$ cat src/rtl/uart_tx_pkg.sv
`default_nettype none
// +----------------------------------------------------------------------------+
// | Module      : uart_tx_pkg                                                  |
// | Description : Shared state encoding and line-level constants for the UART  |
// |               transmit serializer.                                         |
// | Revision    : 1.0 - initial release                                        |
// +----------------------------------------------------------------------------+
package uart_tx_pkg;

  // FSM state encoding (3 bits)
  localparam logic [2:0] IDLE   = 3'd0;
  localparam logic [2:0] WAIT   = 3'd1;
  localparam logic [2:0] START  = 3'd2;
  localparam logic [2:0] DATA   = 3'd3;
  localparam logic [2:0] PARITY = 3'd4;
  localparam logic [2:0] STOP   = 3'd5;

  // Serial line levels
  localparam logic START_BIT  = 1'b0;
  localparam logic STOP_BIT   = 1'b1;
  localparam logic IDLE_LEVEL = 1'b1;

endpackage
`default_nettype wire

$ cat src/rtl/uart_parity_calc.sv
`default_nettype none
// +----------------------------------------------------------------------------+
// | Module      : uart_parity_calc                                             |
// | Description : Parity bit for one UART frame. Even parity makes the total   |
// |               count of ones (data + parity) even, odd makes it odd.        |
// | Ports       : data    in  WIDTH  latched frame data                        |
// |               par_typ in  1      0 = even, 1 = odd                         |
// |               par_bit out 1      parity bit to place on the line          |
// | Revision    : 1.0 - initial release                                        |
// +----------------------------------------------------------------------------+
module uart_parity_calc #(
  parameter int WIDTH = 8
) (
  input  logic [WIDTH-1:0] data,
  input  logic             par_typ,
  output logic             par_bit
);

  // Odd parity is the inverse of even parity.
  assign par_bit = (^data) ^ par_typ;

endmodule
`default_nettype wire

$ cat src/rtl/uart_tx_serializer.sv
`default_nettype none
// +----------------------------------------------------------------------------+
// | Module      : uart_tx_serializer                                           |
// | Description : Frames a parallel byte as start / data (LSB first) /         |
// |               optional parity / stop and shifts it out one bit per baud    |
// |               TICK. Optional parity is compiled in with the macro          |
// |               UART_TX_PARITY_EN; without it PAR_EN/PAR_TYP are ignored.    |
// | Ports       : clk        in  1          clock, rising edge                 |
// |               rst        in  1          asynchronous reset, active low     |
// |               TICK       in  1          baud enable, 1 clk per bit period  |
// |               P_DATA     in  OUT_WIDTH  byte to transmit                   |
// |               DATA_VALID in  1          P_DATA valid, taken when not busy  |
// |               PAR_EN     in  1          insert parity bit                  |
// |               PAR_TYP    in  1          0 = even, 1 = odd                  |
// |               TX_OUT     out 1          serial line, idle high, registered |
// |               Busy       out 1          frame in progress, registered      |
// | Revision    : 1.0 - initial release                                        |
// +----------------------------------------------------------------------------+
module uart_tx_serializer
  import uart_tx_pkg::*;
#(
  parameter int OUT_WIDTH = 8
) (
  input  logic                 clk,
  input  logic                 rst,
  input  logic                 TICK,
  input  logic [OUT_WIDTH-1:0] P_DATA,
  input  logic                 DATA_VALID,
  input  logic                 PAR_EN,
  input  logic                 PAR_TYP,
  output logic                 TX_OUT,
  output logic                 Busy
);

  localparam int                c_cnt_w = (OUT_WIDTH > 1) ? $clog2(OUT_WIDTH) : 1;
  localparam logic [c_cnt_w-1:0] c_last_cnt = c_cnt_w'(OUT_WIDTH - 1);

  logic [2:0]           r_state;
  logic                 r_tx;
  logic                 r_busy;
  logic [OUT_WIDTH-1:0] r_shift;
  logic [c_cnt_w-1:0]   r_cnt;
  logic                 w_accept;

  // A byte is taken either from IDLE (no TICK needed) or on the TICK that
  // ends STOP, which chains the next frame without an idle bit.
  assign w_accept = DATA_VALID &&
                    ((r_state == IDLE) || ((r_state == STOP) && TICK));

`ifdef UART_TX_PARITY_EN
  // The shifter is consumed bit by bit, so parity works from a separate copy.
  logic [OUT_WIDTH-1:0] r_data;
  logic                 r_par_en;
  logic                 r_par_typ;
  logic                 w_par_bit;

  always_ff @(posedge clk or negedge rst) begin
    if (!rst) begin
      r_data    <= '0;
      r_par_en  <= 1'b0;
      r_par_typ <= 1'b0;
    end else if (w_accept) begin
      r_data    <= P_DATA;
      r_par_en  <= PAR_EN;
      r_par_typ <= PAR_TYP;
    end
  end

  uart_parity_calc #(
    .WIDTH   (OUT_WIDTH)
  ) u_parity (
    .data    (r_data),
    .par_typ (r_par_typ),
    .par_bit (w_par_bit)
  );
`else
  logic w_unused;
  assign w_unused = ^{PAR_EN, PAR_TYP};
`endif

  // TX_OUT is loaded with the level of the state being entered, so each
  // bit appears on the line the cycle after the TICK that starts it.
  always_ff @(posedge clk or negedge rst) begin
    if (!rst) begin
      r_state <= IDLE;
      r_tx    <= IDLE_LEVEL;
      r_busy  <= 1'b0;
      r_shift <= '0;
      r_cnt   <= '0;
    end else begin
      case (r_state)
        IDLE: begin
          r_tx <= IDLE_LEVEL;
          if (w_accept) begin
            r_shift <= P_DATA;
            r_state <= WAIT;
            r_busy  <= 1'b1;
          end
        end
        WAIT: begin
          if (TICK) begin
            r_state <= START;
            r_tx    <= START_BIT;
          end
        end
        START: begin
          if (TICK) begin
            r_state <= DATA;
            r_tx    <= r_shift[0];
            r_shift <= r_shift >> 1;
            r_cnt   <= '0;
          end
        end
        DATA: begin
          if (TICK) begin
            if (r_cnt == c_last_cnt) begin
`ifdef UART_TX_PARITY_EN
              if (r_par_en) begin
                r_state <= PARITY;
                r_tx    <= w_par_bit;
              end else begin
                r_state <= STOP;
                r_tx    <= STOP_BIT;
              end
`else
              r_state <= STOP;
              r_tx    <= STOP_BIT;
`endif
            end else begin
              r_tx    <= r_shift[0];
              r_shift <= r_shift >> 1;
              r_cnt   <= r_cnt + 1'b1;
            end
          end
        end
`ifdef UART_TX_PARITY_EN
        PARITY: begin
          if (TICK) begin
            r_state <= STOP;
            r_tx    <= STOP_BIT;
          end
        end
`endif
        STOP: begin
          if (TICK) begin
            if (w_accept) begin
              r_shift <= P_DATA;
              r_state <= START;
              r_tx    <= START_BIT;
            end else begin
              r_state <= IDLE;
              r_tx    <= IDLE_LEVEL;
              r_busy  <= 1'b0;
            end
          end
        end
        default: begin
          r_state <= IDLE;
          r_tx    <= IDLE_LEVEL;
          r_busy  <= 1'b0;
        end
      endcase
    end
  end

  assign TX_OUT = r_tx;
  assign Busy   = r_busy;

endmodule
`default_nettype wire

$ cat config.mk
export PLATFORM = sky130hd
export DESIGN_NAME = uart_tx_serializer
export DESIGN_NICKNAME = d
export VERILOG_FILES = /design/src/rtl/uart_tx_pkg.sv /design/src/rtl/uart_parity_calc.sv /design/src/rtl/uart_tx_serializer.sv
export SDC_FILE = /design/constraint.sdc
export NUM_CORES = 1
export LEC_CHECK = 0
export ABC_AREA = 1
export ABC_CLOCK_PERIOD_IN_PS = 1200
export BUFFER_PORTS_ARGS = -buffer_cell sky130_fd_sc_hd__buf_2
export CELL_PAD_IN_SITES_DETAIL_PLACEMENT = 0
export CELL_PAD_IN_SITES_GLOBAL_PLACEMENT = 1
export CORE_UTILIZATION = 34
export CTS_CLUSTER_SIZE = 25
export DETAILED_ROUTE_END_ITERATION = 8
export GPL_TIMING_DRIVEN = 0
export PLACE_DENSITY_LB_ADDON = 0.3
export RECOVER_POWER = 50
export SLEW_MARGIN = 20
export SYNTH_ARGS = -nofsm -noshare
export SYNTH_HDL_FRONTEND = slang
export SYNTH_SLANG_ARGS = --single-unit
export TNS_END_PERCENT = 5
$ cat constraint.sdc
create_clock -name clk -period 1.2 [get_ports clk]
set_input_delay 0.06 -clock clk [delete_from_list [all_inputs] [get_ports clk]]
set_output_delay 0.06 -clock clk [all_outputs]
set_load 0.05 [all_outputs]
==> impl_metrics.yaml, run 1 <==
run_status:
  run_status: "finished with violations"
  violations: "setup timing"
final_layout:
  final_cell_mix: "nand2_1, dfrtp_1, buf_2"
  syn_to_final_growth_pct: 31.0
  layout-drive-gt1-share_pct: 34.2
  num-nets-final: 169
  layout.cells.non_filler: 182
  diodes: 0
  final_common_cell: "nand2_1"
  fin_util_pct: 47.8
sta:
  fin_crit_ps: 1290
  final.setup.tns_ps: -963
  slew_violations: 0
  tightest_slew_ps: 430
  maxSlewHeadroom_pct: 71.4
  clock_skew_ps: 1.82
  finalCritPeriodShare_pct: 108
  finalWorstSetupSlack_ps: -93.9
  rsz0062_at_grt: "yes"
  final-hold-violation-count: 0
  fmax_ghz: 0.773
  finalSetupViolations: 13
drt:
  wl_per_cell_um: 11.6
  postRouteAntennaNets: 0
  routed_wl_um: 2110
  viasPerCell: 4.79
  num_vias: 871
  drt_iter0_drc: 12
  dr.pass1.iters: 4
  drc: 0
logic_synthesis:
  synth-seq-area-share_pct: 44.0
  ys_ff_latch: 16
  synth_cells: 127
  synth.distinct_cells: 18
  synth_area_sq_um: 912
  synth_nets: 143
  syn_area_per_cell_sq_um: 7.18
  yosysWarnings: 0
worst_hold_path:
  holdPathStages: 2
  hold_start: "TICK"
  hold_end: "r_state[2]"
  worstHoldPathType: "primary input to flip-flop"
grt:
  grt_start_max_net_pins: 17
  antenna_found_initial: 0
  grt.total_usage_pct: 17.2
  grt_overflow_total: 0
  grt_pass1_vias: 761
  grt_first_pass_wirelength_um: 3420
die:
  die_w_um: 53.8
  dieArea_sq_um: 2890
  start_util_pct: 36.5
  num_rows: 18
  io_pins: 16
  core_sq_um: 2500
  die_h_um: 53.8
clock_tree:
  path_clk_slew_ps: 100
  clk_path_buf_depth: 2
  root_buffer: "clkbuf_4"
  numClockSinks: 16
  clkLatencyLatePin_ps: 290
  cts_tree: "built"
  cts_buffers: 3
  ctsHtreeMaxLevel: 1
placed_design:
  place_worst_setup_slack_ps: -237
  place.gp.congestion: 0.861
  port_buffers: 13
  place_inst: 170
  dp_hpwl_um: 1410
worst_setup_path:
  arrival_ps: 1480
  start_kind: "flip-flop"
  r2r_cells: 8
  worst-path-max-fanout: 8
  r2r_start: "r_cnt[1]"
  critPathKind: "flip-flop to flip-flop"
  cp.required_ps: 1390
  cp-end-kind: "flip-flop"
  rr_endpoint: "r_shift[4]"
  rrSetupSlack_ps: -90
power:
  peakVddDrop_mv: 1.29
  pwr-share-seq_pct: 29.5
  switching_power_mw: 1.68
  combPwrFrac_pct: 59.9
  p_clk_share_pct: 10.6
  internal-power_mw: 1.79
  power_density_nw_per_um2: 2900
  p_total_mw: 3.46
  switching_share_pct: 48.5
  p_leak_nw: 0.640
job:
  drv_cap: 0
cell usage after synthesis:
master    count  area [sq um]
a211oi_1      1          7.51
buf_6         1          11.3
dfrtp_1      15           375
dfstp_2       1          26.3
ha_1          2          25.0
inv_1         6          22.5
inv_2         3          11.3
nand2_1      59           221
nand2_2       4          25.0
nand2_4       1          11.3
nand3_1      12          60.1
nand3b_1      1          7.51
nand4_1       3          18.8
nor2_1       11          41.3
nor2_4        1          11.3
o21ai_0       4          20.0
o21ai_2       1          8.76
o31ai_1       1          7.51
layer usage:
metal / wire, um / vias up / GRT usage (%)
met5: 0 / - / 0
met4: 44 / 0 / 7.89
met3: 53 / 5 / 3.39
met2: 996 / 11 / 27.8
met1: 1010 / 397 / 21.8
li1: - / 458 / -
power by group through the flow:
| stage | sequential [mW] | combinational [mW] | clock, mW |
|---|---|---|---|
| finish | 1.02 | 2.08 | 0.367 |
| global route | 1.05 | 2.32 | 0.408 |
| CTS | 1.01 | 2.06 | 0.378 |
| detailed placement | 1.01 | 1.70 | 0 |
| global placement | 0.996 | 1.67 | 0 |
| floorplan | 1.09 | 1.23 | 0 |
sequential cells by signal, summed over array words and instances (netlist names):
name and cells:
TX_OUT 1, Busy 1, r_shift 8, r_state 3, r_cnt 3
how the worst max path moves through the flow:
stage / cells after the start / slack (ps) / endpoint / from
CTS: 8 / -100 / r_shift[4] / r_cnt[1]
global route: 8 / -200 / r_shift[1] / r_state[2]
finish: 8 / -90 / r_shift[4] / r_cnt[1]
global placement: 9 / -230 / r_shift[6] / r_state[2]
floorplan: 8 / -40 / r_shift[1] / r_cnt[0]
detailed placement: 9 / -240 / r_shift[4] / r_state[2]
critical path, cell delays in order, from the launching register on:
cell and delay [ps]:
dfrtp_1 400, ha_2 200, ha_4 160, nand2_4 80
nand2_4 70, inv_4 90, nand2_4 80, nand2_1 70
nand2_1 50
metrics by stage:
| stage | area, sq um | hold slack, ps |
|---|---|---|
| 2_1_floorplan | 930 | -236 |
| 3_3_place_gp | 1030 | 2.26 |
| 3_5_place_dp | 1030 | 4.32 |
| 4_1_cts | 1190 | 27.4 |
| 5_1_grt | 1190 | 30.1 |
| 6_report | 1190 | 29.7 |
timing repair:
action / 4_1_cts / 5_1_grt
hold endpoints to repair: 16 / 0
pin swaps: 4 / 1
setup buffers: 5 / 0
endpoints found under the setup margin: 16 / 16
cloned: 2 / 0
hold buffers: 1 / 0
resized for setup: 19 / 3
cells by family after synthesis:
kind of cell | Yosys count | share of synthesized area, %
AND/OR/NAND/NOR | 92 | 43.5
flip-flops | 16 | 44.0
buffers and inverters | 10 | 4.94
AO/OA/AOI/OAI | 7 | 4.80
adder cells (fa/ha/maj) | 2 | 2.74
layout make-up:
class                      count  area (sq um)
buffer                         1          15.0
clock buffer                   4          36.3
fill                         268          1310
inverter                       9          41.3
multi-input combinational    102           539
sequential                    16           405
tap                           30          37.5
timing repair buffer          19           113
timing repair inverter         1          7.51
(Power assumes the default switching activity.)
==> run 2, diff against run 1 <==
- CELL_PAD_IN_SITES_DETAIL_PLACEMENT: 0 -> 1
- SETUP_SLACK_MARGIN: unset -> 0.4
==> run 2 against run 1 <==
Compared with the run above: sequential power hardly changed; the flow still finishes with violations (setup timing); global-route usage is 2.8 points higher; clock-buffer cell count stayed put.
==> impl_metrics.yaml, run 2 (synthesized netlist as in run 1, its figures left out) <==
worst_setup_path:
  cp-end-kind: "flip-flop"
  cp.required_ps: 1370
  critPathKind: "flip-flop to flip-flop"
  start_kind: "flip-flop"
  worst-path-max-fanout: 4
  arrival_ps: 1490
sta:
  finalWorstSetupSlack_ps: -121
  finalCritPeriodShare_pct: 110
  tightest_slew_ps: 450
  rsz0062_at_grt: "yes"
  fin_crit_ps: 1320
  maxSlewHeadroom_pct: 70.0
  clock_skew_ps: 8.50
  finalSetupViolations: 12
  final-hold-violation-count: 0
  slew_violations: 0
  fmax_ghz: 0.757
drt:
  drt_iter0_drc: 4
  drc: 0
  postRouteAntennaNets: 0
  wl_per_cell_um: 13.9
  routed_wl_um: 2510
  num_vias: 912
  viasPerCell: 5.04
  dr.pass1.iters: 4
final_layout:
  top_register: "r_shift"
  syn_to_final_growth_pct: 30.9
  final_cell_mix: "nand2_1, dfrtp_1, nand3_1"
  reg.largest.list: "r_shift (8), r_cnt (3), r_state (3)"
  layout-drive-gt1-share_pct: 31.8
  layout.cells.non_filler: 181
  diodes: 0
  largest_reg_flops: 8
  fill_cells: 318
  stdcell_area_sq_um: 1190
  num-nets-final: 168
  final_common_cell: "nand2_1"
run_status:
  violations: "setup timing"
  run_status: "finished with violations"
die:
  die_w_um: 53.8
  core_sq_um: 2500
  start_util_pct: 36.5
  dieArea_sq_um: 2890
  die_h_um: 53.8
  io_pins: 16
  num_rows: 18
power:
  power_density_nw_per_um2: 2930
  peakVddDrop_mv: 1.61
  p_leak_nw: 0.638
grt:
  grt_overflow_total: 0
  grt_first_pass_wirelength_um: 4070
  grt_pass1_vias: 950
  grt.total_usage_pct: 20.0
  grt_start_max_net_pins: 17
  antenna_found_initial: 0
clock_tree:
  clkLatencyLatePin_ps: 300
  cts_buffers: 3
  path_clk_slew_ps: 90
  root_buffer: "clkbuf_4"
  numClockSinks: 16
  cts_tree: "built"
  clk_path_buf_depth: 2
  ctsHtreeMaxLevel: 1
worst_hold_path:
  worstHoldPathType: "primary input to flip-flop"
placed_design:
  dp_hpwl_um: 1710
  place_inst: 170
  place_worst_setup_slack_ps: -297
  dpl_cell_area_sq_um: 1030
  port_buffers: 13
  place.gp.congestion: 0.861
job:
  drv_cap: 0
[run 2: final timing paths]
check                                 from    endpoint  slack (ps)  cells after the start
worst min register to register  r_shift[7]  r_shift[7]         480                      2
worst min-delay path                  TICK  r_state[2]          30                      2
worst max register to register    r_cnt[1]  r_state[1]        -120                      8
max in group asynchronous              rst      TX_OUT         630                      2
worst max-delay path              r_cnt[1]  r_state[1]        -120                      8
min in group asynchronous              rst  r_shift[7]         220                      2
[run 2: routing by layer]
layer	up-vias	GRT usage, %	routed length, um
li1	451	-	-
met1	437	23.8	1070
met2	17	34.8	1300
met3	7	2.54	68
met4	0	10.1	61
met5	-	0	0
[run 2: per-stage QoR]
stage / setup TNS, ps / hold slack (ps) / total power [mW] / utilization (%)
2_1_floorplan: -386 / -236 / 2.33 / -
3_3_place_gp: -3050 / 2.26 / 2.67 / 41.3
3_5_place_dp: -3650 / 8.42 / 2.77 / 41.3
4_1_cts: -1160 / 26.7 / 3.47 / 47.1
5_1_grt: -2390 / 54.1 / 3.81 / 47.7
6_report: -990 / 31.2 / 3.50 / 47.7
[run 2: what timing repair did]
item,in CTS,in global routing
pin swaps,3,1
hold endpoints to repair,16,0
setup buffers,5,0
hold buffers,1,0
gates resized for setup,21,6
endpoints found under the setup margin,18,18
gates cloned,1,0
[run 2: area by class of cell]
class | count | area [sq um] | area share, %
Multi-Input combinational cell | 101 | 533 | 44.7
Sequential cell | 16 | 404 | 33.9
Timing Repair Buffer | 19 | 129 | 10.8
Inverter | 9 | 41.3 | 3.46
Tap cell | 30 | 37.5 | 3.14
Clock buffer | 4 | 26.3 | 2.20
Buffer | 1 | 15.0 | 1.26
Timing Repair inverter | 1 | 7.51 | 0.629
[run 2: critical path, stage by stage (launching register included)]
cell     delay (ps)
dfrtp_1         390
ha_2            200
ha_4            160
inv_1            60
nand2_2          80
nand2_2         110
nor2_4           50
nand2_1          70
o21ai_0          90
[run 2: where the power goes]
part / internal, mW / leakage [nW] / switching [mW]
combinational: 0.806 / 0.424 / 1.35
clock: 0.130 / 0.0150 / 0.190
sequential: 0.824 / 0.199 / 0.200
total: 1.76 / 0.638 / 1.74
